==> config.mk <==
export PLATFORM = sky130hd
export DESIGN_NAME = hslp_mac_acc_flat
export DESIGN_NICKNAME = d
export VERILOG_FILES = /design/src/rtl/hslp_mac_acc_pkg.sv /design/src/rtl/hslp_mac_acc_if.sv /design/src/rtl/hslp_mac_acc_add.sv /design/src/rtl/hslp_mac_acc.sv /design/src/flat_wrapper.sv
export SDC_FILE = /design/constraint.sdc
export NUM_CORES = 1
export LEC_CHECK = 0
export ABC_AREA = 1
export ABC_CLOCK_PERIOD_IN_PS = 2350
export BUFFER_PORTS_ARGS = -buffer_cell sky130_fd_sc_hd__buf_2
export CAP_MARGIN = 10
export CORE_MARGIN = 2
export CORE_UTILIZATION = 55
export CTS_CLUSTER_DIAMETER = 60
export DETAILED_ROUTE_END_ITERATION = 10
export PLACE_DENSITY = 0.78
export SLEW_MARGIN = 10
export SYNTH_ARGS = -nofsm -noshare
export SYNTH_HDL_FRONTEND = slang
export SYNTH_HIERARCHICAL = 1
export SYNTH_SLANG_ARGS = --single-unit
==> constraint.sdc <==
create_clock -name clk -period 2.35 [get_ports clk]
set_input_delay 0.47 -clock clk [delete_from_list [all_inputs] [get_ports clk]]
set_output_delay 0.47 -clock clk [all_outputs]
set_load 0.005 [all_outputs]
==> src/rtl/hslp_mac_acc_pkg.sv <==
// Shared definitions for the hslp_mac_acc accumulation stage:
// the FSM state type and the product width of the upstream multiplier.
package hslp_pkg;

  localparam int HSLP_PROD_W = 16;

  typedef enum logic [1:0] {
    IDLE,
    ACC,
    DONE
  } hslp_acc_state_t;

endpackage

==> src/rtl/hslp_mac_acc_if.sv <==
// Handshake bundle for hslp_mac_acc: job control, product input stream
// and result output stream. The master side is the job issuer/consumer.
interface hslp_mac_acc_if #(
  parameter int ACC_W = 24,
  parameter int LEN_W = 8
);
  import hslp_pkg::*;

  logic                   start;
  logic [LEN_W-1:0]       len;
  logic                   busy;
  logic                   in_valid;
  logic                   in_ready;
  logic [HSLP_PROD_W-1:0] prod;
  logic                   out_valid;
  logic                   out_ready;
  logic [ACC_W-1:0]       acc_out;
  logic                   ovf;

  modport master (
    output start, len, in_valid, prod, out_ready,
    input  busy, in_ready, out_valid, acc_out, ovf
  );

  modport slave (
    input  start, len, in_valid, prod, out_ready,
    output busy, in_ready, out_valid, acc_out, ovf
  );

endinterface

==> src/rtl/hslp_mac_acc_add.sv <==
// Combinational ACC_W-wide adder of accumulator plus zero-extended product.
// Carry-out flags overflow. Build option HSLP_ACC_SATURATE_EN clamps the sum
// to all-ones on carry-out; otherwise the sum wraps modulo 2^ACC_W.
module hslp_acc_add
  import hslp_pkg::*;
#(
  parameter int ACC_W = 24
) (
  input  logic [ACC_W-1:0]       acc_i,
  input  logic [HSLP_PROD_W-1:0] prod_i,
  output logic [ACC_W-1:0]       sum_o,
  output logic                   carry_o
);

  logic [ACC_W:0] wide_sum;

  // One extra bit of headroom captures the carry-out of the add.
  always_comb begin
    wide_sum = {1'b0, acc_i} + {{(ACC_W + 1 - HSLP_PROD_W){1'b0}}, prod_i};
    carry_o  = wide_sum[ACC_W];
`ifdef HSLP_ACC_SATURATE_EN
    sum_o    = carry_o ? {ACC_W{1'b1}} : wide_sum[ACC_W-1:0];
`else
    sum_o    = wide_sum[ACC_W-1:0];
`endif
  end

endmodule

==> src/rtl/hslp_mac_acc.sv <==
// hslp_mac_acc: sums a programmed number of 16-bit products into an ACC_W
// accumulator and returns one result per job with a sticky overflow flag.
// Build option: HSLP_ACC_SATURATE_EN selects saturating (vs wrapping) adds.
module hslp_mac_acc
  import hslp_pkg::*;
#(
  parameter int ACC_W = 24,
  parameter int LEN_W = 8
) (
  input logic           clk,
  input logic           rst,
  hslp_mac_acc_if.slave bus
);

  if (ACC_W < HSLP_PROD_W) begin : g_bad_acc_w
    $error("hslp_mac_acc: ACC_W must be at least the product width");
  end

  hslp_acc_state_t  state_q, state_d;
  logic [LEN_W-1:0] len_q, len_d;
  logic [LEN_W-1:0] cnt_q, cnt_d;
  logic [ACC_W-1:0] acc_q, acc_d;
  logic             ovf_q, ovf_d;

  logic [ACC_W-1:0] sum;
  logic             carry;

  hslp_acc_add #(.ACC_W(ACC_W)) u_add (
    .acc_i   (acc_q),
    .prod_i  (bus.prod),
    .sum_o   (sum),
    .carry_o (carry)
  );

  // State and datapath registers with synchronous reset.
  // NOTE: sequential state uses non-blocking assignments so every register
  // samples the pre-edge values of the others.
  always_ff @(posedge clk) begin
    if (rst) begin
      state_q <= IDLE;
      len_q   <= '0;
      cnt_q   <= '0;
      acc_q   <= '0;
      ovf_q   <= 1'b0;
    end else begin
      state_q <= state_d;
      len_q   <= len_d;
      cnt_q   <= cnt_d;
      acc_q   <= acc_d;
      ovf_q   <= ovf_d;
    end
  end

  // Next-state and datapath update: capture a job, accumulate beats, hand off.
  always_comb begin
    // NOTE: every output of this block gets a default first so no path
    // leaves a value unassigned and no latch is inferred.
    state_d = state_q;
    len_d   = len_q;
    cnt_d   = cnt_q;
    acc_d   = acc_q;
    ovf_d   = ovf_q;
    unique case (state_q)
      IDLE: begin
        if (bus.start) begin
          len_d   = bus.len;
          cnt_d   = '0;
          acc_d   = '0;
          ovf_d   = 1'b0;
          state_d = (bus.len == '0) ? DONE : ACC;
        end
      end
      ACC: begin
        if (bus.in_valid) begin
          acc_d = sum;
          cnt_d = cnt_q + LEN_W'(1);
          ovf_d = ovf_q | carry;
          if (cnt_q == len_q - LEN_W'(1)) state_d = DONE;
        end
      end
      DONE: begin
        if (bus.out_ready) state_d = IDLE;
      end
      default: state_d = IDLE;
    endcase
  end

  assign bus.busy      = (state_q != IDLE);
  assign bus.in_ready  = (state_q == ACC);
  assign bus.out_valid = (state_q == DONE);
  assign bus.acc_out   = acc_q;
  assign bus.ovf       = ovf_q;

endmodule

==> src/flat_wrapper.sv <==
// flat-port wrapper written by rule: the top's interface ports become plain ports
module hslp_mac_acc_flat import hslp_pkg::*;
#(
  parameter int ACC_W = 24,
  parameter int LEN_W = 8
)
  (clk, rst, bus_start, bus_len, bus_in_valid, bus_prod, bus_out_ready, bus_busy, bus_in_ready, bus_out_valid, bus_acc_out, bus_ovf);
  hslp_mac_acc_if #(.ACC_W(ACC_W), .LEN_W(LEN_W)) bus_i ();
  input logic clk;
  input logic rst;
  input wire logic [$bits(bus_i.start)-1:0] bus_start;
  input wire logic [$bits(bus_i.len)-1:0] bus_len;
  input wire logic [$bits(bus_i.in_valid)-1:0] bus_in_valid;
  input wire logic [$bits(bus_i.prod)-1:0] bus_prod;
  input wire logic [$bits(bus_i.out_ready)-1:0] bus_out_ready;
  output wire logic [$bits(bus_i.busy)-1:0] bus_busy;
  output wire logic [$bits(bus_i.in_ready)-1:0] bus_in_ready;
  output wire logic [$bits(bus_i.out_valid)-1:0] bus_out_valid;
  output wire logic [$bits(bus_i.acc_out)-1:0] bus_acc_out;
  output wire logic [$bits(bus_i.ovf)-1:0] bus_ovf;
  assign bus_i.start = bus_start;
  assign bus_i.len = bus_len;
  assign bus_i.in_valid = bus_in_valid;
  assign bus_i.prod = bus_prod;
  assign bus_i.out_ready = bus_out_ready;
  assign bus_busy = bus_i.busy;
  assign bus_in_ready = bus_i.in_ready;
  assign bus_out_valid = bus_i.out_valid;
  assign bus_acc_out = bus_i.acc_out;
  assign bus_ovf = bus_i.ovf;
  hslp_mac_acc #(.ACC_W(ACC_W), .LEN_W(LEN_W)) u_core (.clk(clk), .rst(rst), .bus(bus_i));
endmodule
==> results.json, run 1 <==
{
  "grt_util_met2_pct": 44.0,
  "p_leak_nw": 1.95,
  "num_antenna_cells": 0,
  "status": "completed",
  "p_total_w": 0.00251,
  "drt-pass1-iter-count": 5,
  "ys_seq_area_share_pct": 25.4,
  "routabilityCongestion": 0.948,
  "postCtsResizedCells": 0,
  "holdBufCountCts": 0,
  "grt_use_met1_pct": 40.1,
  "final_hold_viol_count": 0,
  "ant_nets": 0,
  "finalCritPeriodShare_pct": 86.4,
  "mostFrequentLayoutCells": "nand2_1, inv_1, nand3_1, buf_2, nor2_1",
  "die_area_sq_mm": 0.00679,
  "place_ws_ps": 133,
  "drc": 0,
  "grt.overflow.total": 0,
  "power_frac_comb_pct": 44.1,
  "setup.worst_path.start_class": "flop",
  "crit_type": "reg -> reg",
  "root_buffer": "clkbuf_8",
  "crit_path_end_kind": "flop",
  "fin_skew_ps": 11.9,
  "grt_max_degree": 29,
  "grt_pass1_vias": 3238,
  "max-cap-violations": 0,
  "clkPwrFrac_pct": 20.1,
  "ys.flop_type": "dfxtp_1",
  "crit_family": "simple AND/OR/NAND/NOR gates",
  "ir_drop_mv": 0.409,
  "slew_headroom_pct": 75.1,
  "path_clk_slew_ps": 90,
  "gr-usage-met3_pct": 3.80,
  "grt_use_total_pct": 27.7,
  "hp-class": "in -> reg",
  "critPathRequiredTime_ps": 2590,
  "start_util_pct": 57.1,
  "p_per_area_mw_per_mm2": 656,
  "worstPathArrival_ps": 2270,
  "grt_pass1_wl_um": 14700,
  "drive_gt1_share_pct": 13.5,
  "final_common_cell": "nand2_1",
  "clkSinkCount": 43,
  "antenna_found_initial": 0,
  "synth_edf_count": 0,
  "worst_pin_slew_ps": 374,
  "routed_wl_um": 9270,
  "max_freq_ghz": 0.493,
  "min_period_ps": 2030,
  "clock_latency_ps": 300,
  "synth_seq_cells": 43,
  "hpwl_um": 6870,
  "rows": 28,
  "synth_top_area_share_pct": 25.4,
  "maxSlewViolCount": 0,
  "synthArstFlopShare_pct": 0,
  "syn2layout_area_growth_pct": 13.1,
  "drt_iter0_drc": 234,
  "synthCells": 572,
  "cts_setup_buffers": 0,
  "layout_setup_ws_ps": 320,
  "swShare_pct": 44.5,
  "finalSetupTns_ps": 0,
  "ys_types": 30,
  "crit_path_cell_trace": "ha_1, fa_1, nand2_1, nand2_1, nand3_1, nand2_1, nand3_1, nand3_1, nand2_1, nand3_1, a21oi_1",
  "die_x_um": 82.4,
  "busiest_layer": "met2",
  "p_switching_w": 0.00112,
  "synth_area_leaders": "dfxtp_1, nand2_1, nand3_1",
  "numCtsBuffers": 5,
  "rsz0062_at_grt": "no",
  "wl_per_cell_um": 13.2,
  "clk_path_buf_depth": 2,
  "cts_tree": "built",
  "power_frac_seq_pct": 35.8,
  "core-area_sq_mm": 0.00592,
  "syn_area_per_cell_sq_um": 5.91,
  "vias": 3770,
  "htree_levels": 2,
  "p_int_w": 0.00139,
  "slowest_delay_ps": 430,
  "syn_nets": 620,
  "yosysWarnings": 6,
  "critPathBufInv": 0,
  "path_max_fanout": 4,
  "slowest_stage": "fa_1",
  "setup_viol": 0,
  "die_h_um": 82.4,
  "vias_per_cell": 5.36,
  "synth_area_sq_mm": 0.00338,
  "fin_util_pct": 64.6,
  "port_buffers": 56,
  "yosys.area.top_type": "dfxtp_1",
  "nets": 675,
  "boundaryPins": 57
}
-- sequential cells by signal (all words and copies together) (netlist names) --
| name | count |
|---|---|
| u_core/bus.acc_out | 24 |
| u_core/bus.ovf | 1 |
| u_core/cnt_q | 8 |
| u_core/len_q | 8 |
| u_core/state_q | 2 |
-- Yosys cell counts, drive strengths merged, types with 2 or more instances --
cell,number
nand2,198
inv,77
ha,18
o21ai,13
xnor2,2
nor2,61
dfxtp,43
nand3b,3
nand4,6
nand3,60
clkbuf,6
buf,6
nor3,5
nor4,2
xor2,17
a21oi,48
and2,2
-- metrics by stage --
stage / cell area, sq um / hold WS (ps) / cells
2_1_floorplan: 3380 / 448 / 572
3_3_place_gp: 3730 / 463 / 695
3_5_place_dp: 3730 / 475 / 695
4_1_cts: 3830 / 449 / 703
5_1_grt: 3830 / 496 / 703
6_report: 3830 / 463 / 703
-- cell type report --
type | instances | area, sq um
Multi-Input combinational cell | 440 | 2180
Fill cell | 576 | 2090
Sequential cell | 43 | 861
Timing Repair Buffer | 60 | 310
Inverter | 77 | 292
Tap cell | 75 | 93.8
Clock buffer | 5 | 68.8
Clock inverter | 3 | 23.8
-- kinds of logic after synthesis --
logic type	Yosys count	share of synthesized area [%]
AND/OR/NAND/NOR	338	42.6
buffers and inverters	89	10.2
AO/OA/AOI/OAI	64	9.65
flip-flops	43	25.4
XOR/XNOR	19	4.92
adder cells (fa/ha/maj)	19	7.25
-- routing by layer --
metal	up-vias	part of all wire, %
met5	-	0
met4	0	0.84
met3	8	7.6
met2	144	43
met1	1702	49
li1	1916	-
-- final timing paths --
kind	start	end	slack, ps	cells after the start
min reg2reg	u_core/bus.acc_out[13]	u_core/bus.acc_out[13]	490	2
min	bus_len[5]	u_core/len_q[5]	460	3
max	u_core/bus.acc_out[0]	u_core/bus.acc_out[14]	320	11
max reg2reg	u_core/bus.acc_out[0]	u_core/bus.acc_out[14]	320	11
-- power by group through the flow --
stage	sequential, W	clock (W)	combinational (W)
floorplan	0.000895	0	0.000810
global placement	0.000906	0	0.00106
detailed placement	0.000912	0	0.00107
CTS	0.000896	0.000522	0.00108
global route	0.000910	0.000542	0.00124
finish	0.000899	0.000505	0.00111
-- worst reg2reg max path: stages (launching register included) --
cell and delay, ps:
dfxtp_1 350, ha_1 250, fa_1 440, nand2_1 90, nand2_1 90, nand3_1 80
nand2_1 120, nand3_1 120, nand3_1 110, nand2_1 110, nand3_1 70, a21oi_1 140
Power figures use the tool's default switching activity.
==> inputs of run 2 (changes only) <==
--- a/config.mk
+++ b/config.mk
@@ -16,2 +16,3 @@
 export PLACE_DENSITY = 0.78
+export REMOVE_ABC_BUFFERS = 1
 export SLEW_MARGIN = 10
==> constraint.sdc (replaced) <==
create_clock -name clk -period 2.35 [get_ports clk]
set_input_delay 0.1175 -clock clk [delete_from_list [all_inputs] [get_ports clk]]
set_output_delay 0.1175 -clock clk [all_outputs]
set_load 0.005 [all_outputs]
==> run 2 against run 1 <==
Final cell count is 0.14% lower. Non-clock buffer count is 1 lower. Wire length is 5.5% lower. Clock skew is 4.6 ps lower. Sequential cell count stayed put. Clock-buffer cell count is 1 higher. Worst setup slack worse by 47 ps. Highest routed layer unchanged.
==> results.json, run 2 (synthesis results as in run 1) <==
{
  "path_max_fanout": 4,
  "routabilityCongestion": 0.939,
  "drc": 0,
  "root_buffer": "clkbuf_8",
  "crit_type": "reg -> reg",
  "max_freq_ghz": 0.481,
  "rows": 28,
  "min_period_ps": 2080,
  "finalCritPeriodShare_pct": 88.4,
  "fin_util_pct": 65.2,
  "htree_levels": 2,
  "final_common_cell": "nand2_1",
  "p_per_area_mw_per_mm2": 692,
  "start_util_pct": 57.1,
  "crit_path_end_kind": "flop",
  "clk_path_buf_depth": 2,
  "nets": 674,
  "numCtsBuffers": 5,
  "largest_register_ffs": 24,
  "path_clk_slew_ps": 90,
  "vias_per_cell": 5.24,
  "postCtsResizedCells": 0,
  "drive_gt1_share_pct": 13.2,
  "slew_headroom_pct": 79.1,
  "holdBufCountCts": 0,
  "ff2ff_setup_slack_ps": 270,
  "grt_max_degree": 29,
  "grt_use_total_pct": 26.1,
  "antenna_found_initial": 0,
  "grt_pass1_wl_um": 13800,
  "worst_pin_slew_ps": 313,
  "final_hold_viol_count": 0,
  "fin_skew_ps": 7.35,
  "die_h_um": 82.4,
  "die_area_sq_mm": 0.00679,
  "hold_ws_ps": 81.6,
  "finalSetupTns_ps": 0,
  "syn2layout_area_growth_pct": 14.1,
  "wl_per_cell_um": 12.5,
  "clock_latency_ps": 300,
  "critPathRequiredTime_ps": 2590,
  "grt_pass1_vias": 3137,
  "port_buffers": 56,
  "drt_iter0_drc": 257,
  "hpwl_um": 6780,
  "boundaryPins": 57,
  "setup.worst_path.start_class": "flop",
  "r2r-start": "u_core/bus.acc_out[0]",
  "vias": 3679,
  "worstPathArrival_ps": 2310,
  "ant_nets": 0,
  "setup_viol": 0,
  "timing.rr.end": "u_core/bus.acc_out[12]",
  "cts_tree": "built",
  "dp.cells": 694,
  "status": "completed",
  "num_antenna_cells": 0,
  "drt-pass1-iter-count": 5,
  "ir_drop_mv": 0.679,
  "clkSinkCount": 43,
  "hp-class": "in -> reg",
  "cts_setup_buffers": 0,
  "routed_wl_um": 8770,
  "ff2ff_path_depth": 10,
  "rsz0062_at_grt": "no",
  "mostFrequentLayoutCells": "nand2_1, inv_1, nand3_1, buf_2, nor2_1",
  "grt.overflow.total": 0,
  "p_leak_nw": 1.97,
  "critical_path.startpoint": "u_core/bus.acc_out[0]",
  "cp-endpoint": "u_core/bus.acc_out[12]",
  "die_x_um": 82.4,
  "core-area_sq_mm": 0.00592,
  "final_cells": 702,
  "maxSlewViolCount": 0,
  "max-cap-violations": 0
}
==> run 2: worst min path at each step <==
stage	startpoint	end	slack [ps]	cells past startpoint
2_1_floorplan	rst	u_core/bus.acc_out[0]	190	1
3_3_place_gp	bus_len[5]	u_core/len_q[5]	390	3
3_5_place_dp	bus_len[7]	u_core/len_q[7]	390	3
4_1_cts	bus_len[7]	u_core/len_q[7]	80	3
5_1_grt	bus_len[7]	u_core/len_q[7]	110	3
6_report	bus_len[7]	u_core/len_q[7]	80	3
==> run 2: final cells by class <==
| class | count | area, sq um |
|---|---|---|
| tap | 75 | 93.8 |
| inverter | 77 | 292 |
| clock inverter | 2 | 60.1 |
| fill | 575 | 2060 |
| timing repair buffer | 59 | 303 |
| multi-input combinational | 440 | 2180 |
| clock buffer | 6 | 72.6 |
| sequential | 43 | 861 |
==> run 2: metal layers <==
| layer | routed length, um | track usage, % | up-vias |
|---|---|---|---|
| met1 | 4270 | 37.8 | 1628 |
| li1 | - | - | 1923 |
| met2 | 3820 | 41.4 | 124 |
| met3 | 621 | 3.80 | 4 |
| met5 | 0 | 0 | - |
| met4 | 48 | 5.00 | 0 |
==> run 2: per-stage QoR <==
step	worst slack [ps]	instance area, sq um	total power, W
global placement	393	3730	0.00195
global route	132	3860	0.00286
detailed placement	323	3730	0.00198
CTS	291	3860	0.00267
finish	273	3860	0.00267
floorplan	351	3330	0.00166
==> run 2: where the power goes <==
group	internal, W	switching, W	total, W
Sequential	0.000809	0.0000824	0.000891
Combinational	0.000370	0.000714	0.00108
Clock	0.000425	0.000271	0.000697
==> run 2: worst max-delay path, stage by stage (launching register included) <==
cell     delay, ps
dfxtp_1        330
ha_1           260
fa_1           460
nand2_1        100
nand2_1         80
and2_1         180
nand3_1        100
nand3_1        100
xor2_1         150
nand3_1         90
a21oi_1        160
==> inputs of run 3 (changes only) <==
PLACE_DENSITY = 0.79   (was 0.78)
SYNTH_HIERARCHICAL = unset   (was 1)
==> run 3 against run 2 <==
Worst hold slack got worse by 8.1 ps. Synthesized cell count decreased by 20%. Synthesized area decreased by 13%. Critical endpoint is now u_core.bus.acc_out[16]. Global-route usage decreased by 1.6 points. First-iteration DRC count decreased by 36%. Design area decreased by 12%. Register-to-register slack improved by 80 ps.
==> results.json, run 3 <==
{
  "crit_family": "simple AND/OR/NAND/NOR gates",
  "final_cells": 586,
  "grt_util_met2_pct": 44.3,
  "setup_viol": 0,
  "syn_area_per_cell_sq_um": 6.46,
  "synth_area_sq_mm": 0.00295,
  "grt_use_total_pct": 24.5,
  "placed_cell_area_sq_mm": 0.00330,
  "antenna_found_initial": 0,
  "p_per_area_mw_per_mm2": 653,
  "die_area_sq_mm": 0.00597,
  "grt_pass1_vias": 2849,
  "maxSlewViolCount": 0,
  "holdBufCountCts": 0,
  "crit_type": "reg -> reg",
  "final_hold_viol_count": 0,
  "yosys.area.top_type": "dfxtp_1",
  "max-cap-violations": 0,
  "die_x_um": 77.3,
  "hp-class": "in -> reg",
  "min_path_cells": 4,
  "numCtsBuffers": 5,
  "ys_top_cells_by_count": "nand2_1, a21oi_1, nor2_1, inv_1, dfxtp_1",
  "cts_setup_buffers": 0,
  "status": "completed",
  "critPathBufInv": 0,
  "crit_path_cell_trace": "ha_1, fa_1, nand2_1, nand3_1, nand3_1, nand2_1, nand2_1, nand2_1, nand3_1, nand2_1, a21oi_1, nor2_1",
  "clkSinkCount": 43,
  "worst_pin_slew_ps": 460,
  "setup.worst_path.start_class": "flop",
  "crit_cells": 12,
  "num_antenna_cells": 0,
  "clk_path_buf_depth": 2,
  "fin_skew_ps": 4.51,
  "nets": 563,
  "cts_tree": "built",
  "synth_top_area_share_pct": 29.2,
  "synth_edf_count": 0,
  "min_period_ps": 2000,
  "largest_register_ffs": 24,
  "drt_iter0_drc": 165,
  "yosysMostFrequentCell": "nand2_1",
  "clock_latency_ps": 310,
  "critPathRequiredTime_ps": 2560,
  "power_frac_comb_pct": 37.0,
  "ff2ff_path_depth": 12,
  "root_buffer": "clkbuf_8",
  "ys_types": 32,
  "p_int_w": 0.00136,
  "core-area_sq_mm": 0.00514,
  "rsz0062_at_grt": "no",
  "crit_path_end_kind": "flop",
  "start_util_pct": 57.4,
  "path_clk_slew_ps": 90,
  "path_max_fanout": 5,
  "die_h_um": 77.3,
  "postCtsResizedCells": 0,
  "finalCritPeriodShare_pct": 85.1,
  "ys_seq_area_share_pct": 29.2,
  "slew_headroom_pct": 69.3,
  "gr-usage-met3_pct": 4.00,
  "drive_gt1_share_pct": 16.1,
  "synthArstFlopShare_pct": 0,
  "rows": 26,
  "grt_pass1_wl_um": 12100,
  "routed_wl_um": 7050,
  "cp_common_cell": "nand2_1",
  "htree_levels": 2,
  "ir_drop_mv": 0.436,
  "grt_use_met1_pct": 30.2,
  "syn2layout_area_growth_pct": 15.3,
  "yosysWarnings": 0,
  "p_leak_nw": 1.57,
  "swShare_pct": 38.7,
  "synthCells": 457,
  "synth_seq_cells": 43,
  "p_switching_w": 0.000861,
  "synth_area_leaders": "dfxtp_1, nand2_1, a21oi_1",
  "dp.cells": 578,
  "busiest_layer": "met2",
  "routabilityCongestion": 0.897,
  "max_freq_ghz": 0.500,
  "grt.overflow.total": 0,
  "power_frac_seq_pct": 38.5,
  "clkPwrFrac_pct": 24.5,
  "finalSetupTns_ps": 0,
  "final_area_sq_mm": 0.00341,
  "wl_per_cell_um": 12.0,
  "hpwl_um": 5360,
  "drc": 0,
  "final_common_cell": "nand2_1",
  "port_buffers": 56,
  "ys.flop_type": "dfxtp_1",
  "mostFrequentLayoutCells": "nand2_1, a21oi_1, buf_2, nor2_1, inv_1",
  "vias": 3106,
  "fin_util_pct": 66.3,
  "worstPathArrival_ps": 2210,
  "vias_per_cell": 5.30,
  "drt-pass1-iter-count": 4,
  "ant_nets": 0,
  "slowest_delay_ps": 440,
  "boundaryPins": 57,
  "grt_max_degree": 30,
  "slowest_stage": "fa_1"
}
[run 3: worst paths after layout]
path | start | endpoint | slack [ps]
hold / removal | bus_out_ready | u_core.state_q[1] | 70
hold reg to reg | u_core.cnt_q[7] | u_core.cnt_q[7] | 470
setup reg to reg | u_core.bus.acc_out[0] | u_core.bus.acc_out[16] | 350
setup / recovery | u_core.bus.acc_out[0] | u_core.bus.acc_out[16] | 350
[run 3: area by class of cell]
type | count | area, sq um
fill | 510 | 1730
sequential | 43 | 861
inverter | 46 | 173
clock buffer | 7 | 96.3
tap | 70 | 87.6
clock inverter | 1 | 7.51
timing repair buffer | 59 | 303
multi-input combinational | 360 | 1880
[run 3: power groups by stage]
stage	Sequential [W]	Clock, W	Combinational [W]
final	0.000855	0.000544	0.000823
after global routing	0.000865	0.000578	0.000939
after CTS	0.000855	0.000553	0.000821
after detailed placement	0.000872	0	0.000816
after global placement	0.000868	0	0.000797
after floorplan	0.000864	0	0.000583
[run 3: layer usage]
metal | wire length, um | share of wire [%]
met1 | 3190 | 45
met3 | 380 | 5.4
met2 | 3400 | 48
met4 | 69 | 0.98
met5 | 0 | 0
[run 3: tightest hold or removal path: cells and delay by family]
kind                   cells  cell delay [ps]
buffers and inverters      2              120
AND/OR/NAND/NOR            1               50
AO/OA/AOI/OAI              1               50
[run 3: logic make-up after synthesis]
family                   after synthesis  share of synthesized area, %
AND/OR/NAND/NOR                      244                          37.1
AO/OA/AOI/OAI                         92                          16.7
buffers and inverters                 54                          7.25
flip-flops                            43                          29.2
adder cells (fa/ha/maj)               19                          8.31
XOR/XNOR                               5                          1.48
[run 3: stage by stage]
step | hold WS [ps] | total power, W | setup slack, ps
final | 73.5 | 0.00222 | 351
after global routing | 82.5 | 0.00238 | 158
after CTS | 71.9 | 0.00223 | 359
after detailed placement | 399 | 0.00169 | 372
after global placement | 394 | 0.00167 | 422
after floorplan | 187 | 0.00145 | 532
